**config.mk**
```make
export PLATFORM = sky130hd
export DESIGN_NAME = imem_fetch_sequencer
export DESIGN_NICKNAME = d
export VERILOG_FILES = /design/src/rtl/bli201v32i_pkg.sv /design/src/rtl/register_rst_en.sv /design/src/rtl/imem_fetch_sequencer.sv
export SDC_FILE = /design/constraint.sdc
export NUM_CORES = 1
export LEC_CHECK = 0
export ABC_AREA = 1
export CAP_MARGIN = 15
export CORE_AREA = 4 4 129 131
export CTS_CLUSTER_SIZE = 12
export DETAILED_ROUTE_END_ITERATION = 10
export DIE_AREA = 0 0 133 135
export MAX_ROUTING_LAYER = met4
export PLACE_DENSITY = 0.76
export SYNTH_ARGS = -nofsm -noshare
export SYNTH_HDL_FRONTEND = slang
export SYNTH_SLANG_ARGS = --single-unit
```
**constraint.sdc**
```tcl
create_clock -name clk -period 1.3 [get_ports clk]
set_input_delay 0.26 -clock clk [delete_from_list [all_inputs] [get_ports clk]]
set_output_delay 0.26 -clock clk [all_outputs]
set_load 0.01 [all_outputs]
```
**src/rtl/bli201v32i_pkg.sv**
```systemverilog
// Shared BLI201V32I core definitions: fetch-sequencer state encoding,
// the NOP instruction word and small helpers used by the sequencer.
package bli201v32i_pkg;

  localparam logic [2:0] SEQ_FETCH      = 3'd0;
  localparam logic [2:0] SEQ_FETCH_WAIT = 3'd1;
  localparam logic [2:0] SEQ_EXEC       = 3'd2;
  localparam logic [2:0] SEQ_DATA       = 3'd3;
  localparam logic [2:0] SEQ_DATA_WAIT  = 3'd4;

  localparam logic [31:0] NOP_INST = 32'h0000_0013;

  typedef struct packed {
    logic        req;
    logic        we;
    logic [3:0]  wstrb;
    logic [31:0] addr;
    logic [31:0] wdata;
  } mem_req_t;

  localparam mem_req_t MEM_REQ_IDLE = '{req: 1'b0, we: 1'b0, wstrb: 4'd0,
                                        addr: 32'd0, wdata: 32'd0};

  function automatic logic [31:0] inc32(input logic [31:0] v);
    return v + 32'd1;
  endfunction

endpackage

```
**src/rtl/register_rst_en.sv**
```systemverilog
// Generic register with synchronous active-high reset and load enable.
module register_rst_en #(
  parameter int               WIDTH   = 32,
  parameter logic [WIDTH-1:0] RST_VAL = '0
) (
  input  logic             clk_i,
  input  logic             rst_i,
  input  logic             en_i,
  input  logic [WIDTH-1:0] d_i,
  output logic [WIDTH-1:0] q_o
);

  logic [WIDTH-1:0] q_q;

  always_ff @(posedge clk_i) begin
    if (rst_i) begin
      q_q <= RST_VAL;
    end else if (en_i) begin
      q_q <= d_i;
    end else begin
      q_q <= q_q;
    end
  end

  assign q_o = q_q;

endmodule

```
**src/rtl/imem_fetch_sequencer.sv**
```systemverilog
// Shares one single-port memory between instruction fetch and load/store,
// holding each fetched instruction until it retires exactly once.
module imem_fetch_sequencer #(
  parameter logic [31:0] NOP_INST         = 32'h0000_0013,
  parameter bit          RESET_INST_VALID = 1'b0
) (
  input  logic        clk,
  input  logic        rst,
  input  logic        dbg_i_halt,
  input  logic [31:0] ifu_i_iaddr,
  output logic        seq_o_ifu_halt,
  output logic [31:0] seq_o_inst,
  output logic        seq_o_inst_valid,
  input  logic        lsu_i_req,
  input  logic        lsu_i_we,
  input  logic [3:0]  lsu_i_wstrb,
  input  logic [31:0] lsu_i_addr,
  input  logic [31:0] lsu_i_wdata,
  output logic [31:0] lsu_o_rdata,
  output logic        lsu_o_done,
  output logic        mem_o_req,
  output logic        mem_o_we,
  output logic [3:0]  mem_o_wstrb,
  output logic [31:0] mem_o_addr,
  output logic [31:0] mem_o_wdata,
  input  logic [31:0] mem_i_rdata,
  input  logic        mem_i_rvalid,
  output logic [31:0] seq_o_retire_cnt
);

  import bli201v32i_pkg::*;

  logic [2:0]  state_q, state_d;
  logic        inst_valid_q, inst_valid_d;
  logic        inst_load, rdata_load, retire, done;
  mem_req_t    mreq;
  logic [31:0] inst_q;

  always_ff @(posedge clk) begin
    if (rst) begin
      state_q      <= SEQ_FETCH;
      inst_valid_q <= RESET_INST_VALID;
    end else begin
      state_q      <= state_d;
      inst_valid_q <= inst_valid_d;
    end
  end

  // Responses arriving outside the two wait states are ignored.
  always_comb begin
    state_d = state_q;
    case (state_q)
      SEQ_FETCH:      state_d = dbg_i_halt   ? SEQ_FETCH : SEQ_FETCH_WAIT;
      SEQ_FETCH_WAIT: state_d = mem_i_rvalid ? SEQ_EXEC  : SEQ_FETCH_WAIT;
      SEQ_EXEC:       state_d = lsu_i_req    ? SEQ_DATA  : SEQ_FETCH;
      SEQ_DATA:       state_d = SEQ_DATA_WAIT;
      SEQ_DATA_WAIT:  state_d = mem_i_rvalid ? SEQ_FETCH : SEQ_DATA_WAIT;
      default:        state_d = SEQ_FETCH;
    endcase
  end

  always_comb begin
    mreq       = MEM_REQ_IDLE;
    inst_load  = 1'b0;
    rdata_load = 1'b0;
    retire     = 1'b0;
    done       = 1'b0;
    case (state_q)
      SEQ_FETCH: begin
        if (!dbg_i_halt && !rst) begin
          mreq.req  = 1'b1;
          mreq.addr = ifu_i_iaddr;
        end else begin
          mreq = MEM_REQ_IDLE;
        end
      end
      SEQ_FETCH_WAIT: inst_load = mem_i_rvalid;
      SEQ_EXEC:       retire    = ~lsu_i_req;
      SEQ_DATA: begin
        mreq.req   = 1'b1;
        mreq.we    = lsu_i_we;
        mreq.wstrb = lsu_i_wstrb;
        mreq.addr  = lsu_i_addr;
        mreq.wdata = lsu_i_wdata;
      end
      SEQ_DATA_WAIT: begin
        done       = mem_i_rvalid;
        retire     = mem_i_rvalid;
        rdata_load = mem_i_rvalid & ~lsu_i_we;
      end
      default: mreq = MEM_REQ_IDLE;
    endcase
    if (inst_load) begin
      inst_valid_d = 1'b1;
    end else if (retire) begin
      inst_valid_d = 1'b0;
    end else begin
      inst_valid_d = inst_valid_q;
    end
  end

  register_rst_en #(.WIDTH(32), .RST_VAL(32'd0)) u_inst_reg (
    .clk_i(clk), .rst_i(rst), .en_i(inst_load), .d_i(mem_i_rdata), .q_o(inst_q)
  );

  register_rst_en #(.WIDTH(32), .RST_VAL(32'd0)) u_rdata_reg (
    .clk_i(clk), .rst_i(rst), .en_i(rdata_load), .d_i(mem_i_rdata), .q_o(lsu_o_rdata)
  );

  register_rst_en #(.WIDTH(32), .RST_VAL(32'd0)) u_cnt_reg (
    .clk_i(clk), .rst_i(rst), .en_i(retire), .d_i(inc32(seq_o_retire_cnt)),
    .q_o(seq_o_retire_cnt)
  );

  assign seq_o_ifu_halt   = ~retire;
  assign seq_o_inst_valid = inst_valid_q;
  assign seq_o_inst       = inst_valid_q ? inst_q : NOP_INST;
  assign lsu_o_done       = done;
  assign mem_o_req        = mreq.req;
  assign mem_o_we         = mreq.we;
  assign mem_o_wstrb      = mreq.wstrb;
  assign mem_o_addr       = mreq.addr;
  assign mem_o_wdata      = mreq.wdata;

endmodule

```
==> impl_summary.md <==
Detailed routing
The routed length per instance is 19.1 um. The detail route stage leaves a number of antenna-violating nets equal to 0. The DRC marker count from the first detailed-route iteration is 439. The wire length reported by the detailed router is 28.7 mm. Using the TritonRoute via totals, the vias-per-cell ratio works out to 5.01.

The total number of vias is 7540. The remaining design rule violation count is 0. The number of iterations in the first detailed-routing pass is 5.

Synthesis
Synthesis handed over a netlist of 863 instances. For this run, the leading register cell type out of synthesis is dfxtp_1. The register bit count reported by yosys is 100. The sequential element share of the synthesized area is 37.7%. The mean instance size in the synthesized netlist is 6.15 um^2.

The fraction of registers with async set or reset after synthesis is 0%. Counting distinct cell types in the post-synthesis netlist gives 27. Synthesis produced a netlist with a net count of around 1k.

The cell area after technology mapping is 5300 um^2. The count of flip-flops with a built-in enable after synthesis is 0. The count of warnings emitted by yosys is 0.

Setup path
STA classifies the critical path startpoint as a flip-flop. The source of the worst register-to-register timing path is state_q[1]$_SDFF_PP0_. Data arrives at the worst endpoint at 1690 ps. The endpoint required time on the critical path is around 1000 ps.

The most critical setup path has its startpoint at state_q[1]$_SDFF_PP0_. The count of cells along the worst register-to-register path is 14. The critical path ends at mem_o_addr[20]. In this run the worst path has a maximum fanout of 20. The internal reg-to-reg setup slack is -530 ps. The endpoint of the worst register-to-register path is u_cnt_reg.q_o[11]$_SDFFE_PP0P_. The category of the critical setup timing path is reg2out. The kind of end point of the critical path is an output pin.

Die
The vertical die dimension is 135 um. The die area is ~18000 um^2. The initial cell density of the core is 34.0%.

Row generation in the floorplan step produced 46 rows. The top-level I/O count is 307. The horizontal die dimension is 133 um. The core region area is 15600 um^2.

Timing
The final worst-path setup slack is -648 ps. The normalized max-slew margin is 68.0%. Across all hold checks on the routed design, the worst slack comes to 480 ps. The pin slew with the least headroom to its limit is between 400 and 500 ps. The number of hold-slack violations in the final timing report is 0.

The highest achievable clock rate is a little over 500 MHz. The number of slew-limit violations in the final report is 0. The maximum clock skew at final layout is approximately 12 ps. Of the available clock period, the critical path in the final layout requires 150%.

Setup repair after global routing could not meet its margin everywhere. The count of endpoints failing setup in the final report is 203. The final period demand of the worst path is 1950 ps.

Pwr
The worst-case IR drop observed on VDD is between 0.6 and 0.7 mV. Power spread over the standard cell area amounts to 670 nW/um^2. Summing internal, switching and leakage power gives between 0.007 and 0.008 W.

Summed over all cells, the static leakage comes to 5.89 nW.

Placed design
The placed cell area is 9330 um^2. During placement, the flow inserted port buffers numbering between 300 and 400. The congestion estimate from routability-driven global placement came to 0.842. OpenSTA, run right after detailed placement, puts the worst setup slack at -809 ps. After legalization and detailed placement, the total HPWL measured 15.5 mm.

Cells and area
The number of nets in the layout is 1424. Leaving out fill and tap cells, the most frequent cell in the layout is inv_1. The repair_antennas step left the layout with diodes totalling 0.

Cells with a size suffix above 1 make up 45.8% of the layout. The synthesis-to-finish area growth is 122%. After routing the design area is 11800 um^2. The top cell types in the final layout, fill and taps aside, are inv_1, clkdlybuf4s50_1, nor2_1, buf_6, nand2_1.

Clocking
The number of clock sinks seen by CTS is 100. The clock tree root driver cell is clkbuf_16. In this run the number of H-tree levels came out at 3. Clock-pin slew was measured on the worst setup and hold paths at 80 ps.

The longest clock path from root to sink contains 2 buffers. In this run, post-CTS hold repair placed 0 buffers. TritonCTS built the clock tree. The number of clock buffers added by TritonCTS is 9.

The clock latency of the later-clocked register in the worst-skew pair is 360 ps.

Global route
The first global-routing pass estimated roughly 38 mm of wire. The maximum number of pins on one net before global-route repair is between 80 and 90. The number of antenna violations at the first check in global routing was 0. Global routing used between 20% and 30% of the available tracks across all layers. The total overflow reported by the global router is 0. The via count of the first global-routing pass came to roughly 7.0k.

Min path
The worst hold-check path type is reg2reg.

Outcome
The run finished, with violations left. The checks that failed: setup timing.

Job
Across the run, the number of max-cap violations was 0.
[state kept, by name, summed over array words and instances, names as in the netlist]
name              cells
seq_o_inst_valid      1
state_q               3
u_cnt_reg.q_o        32
u_inst_reg.q_o       32
u_rdata_reg.q_o      32
[metrics by stage]
stage          setup TNS [ps]  cells  utilization, %
6_report               -73190   1506            75.5
3_3_place_gp           -96910   1414            59.8
5_1_grt                -87730   1506            75.5
3_5_place_dp           -98700   1414            59.8
2_1_floorplan            -727    863               -
4_1_cts                -72070   1491            69.5
[where the power goes]
group | internal [W] | switching (W)
Clock | 0.00135 | 0.00136
Combinational | 0.00105 | 0.000920
Sequential | 0.00313 | 0.0000809
[per-layer routing]
metal  vias up  global-route usage [%]  share of wire, %
met5         -                       -                 0
met1      3512                    32.8                37
met2       420                    47.1                52
met3       107                    5.07               7.5
met4         0                    6.93               4.1
li1       3501                       -                 -
[critical path, cell delays in order, from the launching register on]
cell,delay [ps]
dfxtp_4,370
buf_6,100
inv_4,30
nor2_4,180
buf_4,160
buf_12,150
nand3_1,120
o21ai_2,80
buf_2,150
[repair_timing]
action                                  CTS  global route
resized for setup                       757           322
pin swaps                                38            82
buffers inserted                         47            19
cloned                                   18             7
endpoints found under the setup margin  267           228
[worst min-delay path by stage]
stage | startpoint | end | cells after the start | slack, ps
finish | u_rdata_reg.q_o[28]$_SDFFE_PP0P_ | u_rdata_reg.q_o[28]$_SDFFE_PP0P_ | 2 | 480
global route | u_rdata_reg.q_o[6]$_SDFFE_PP0P_ | u_rdata_reg.q_o[6]$_SDFFE_PP0P_ | 2 | 510
CTS | u_inst_reg.q_o[6]$_SDFFE_PP0P_ | u_inst_reg.q_o[6]$_SDFFE_PP0P_ | 2 | 450
detailed placement | u_inst_reg.q_o[6]$_SDFFE_PP0P_ | u_inst_reg.q_o[6]$_SDFFE_PP0P_ | 2 | 440
global placement | u_inst_reg.q_o[25]$_SDFFE_PP0P_ | u_inst_reg.q_o[25]$_SDFFE_PP0P_ | 2 | 430
floorplan | u_inst_reg.q_o[2]$_SDFFE_PP0P_ | u_inst_reg.q_o[2]$_SDFFE_PP0P_ | 2 | 420
[cell families (layout without fill, tap and decap cells)]
group                      Yosys count  after routing  synth area share (%)
AOI/OAI and AO/OA                  158            158                  15.1
buffers and inverters              228            655                  17.1
and+or+nand+nor                    372            372                  29.1
adders and majority gates            1              1                 0.236
xor gates and xnor gates             4              4                 0.661
DFF                                100            100                  37.7
[synth_stat cells, types with 3 or more instances]
master,n,area share [%]
buf_2,6,0.57
xor2_1,3,0.50
nor2_2,3,0.35
o21ai_0,103,9.7
nor3_1,4,0.38
nand4_1,9,1.1
dfxtp_1,100,38
inv_1,180,13
inv_2,3,0.21
nor2_1,165,12
buf_6,5,1.1
clkbuf_1,30,2.1
o21bai_1,4,0.57
nand2_1,123,8.7
nand3_1,59,5.6
a21oi_1,49,4.6
[final cells by class]
class	count	area [um^2]
repair buffers	456	4770
fillers	1010	3810
multi-input cells	535	3670
flip-flops and latches	100	2060
inverters	183	724
well taps	216	270
clock buffers	9	225
clock inverters	7	63.8
No activity file was read; power rests on OpenSTA's default activity.
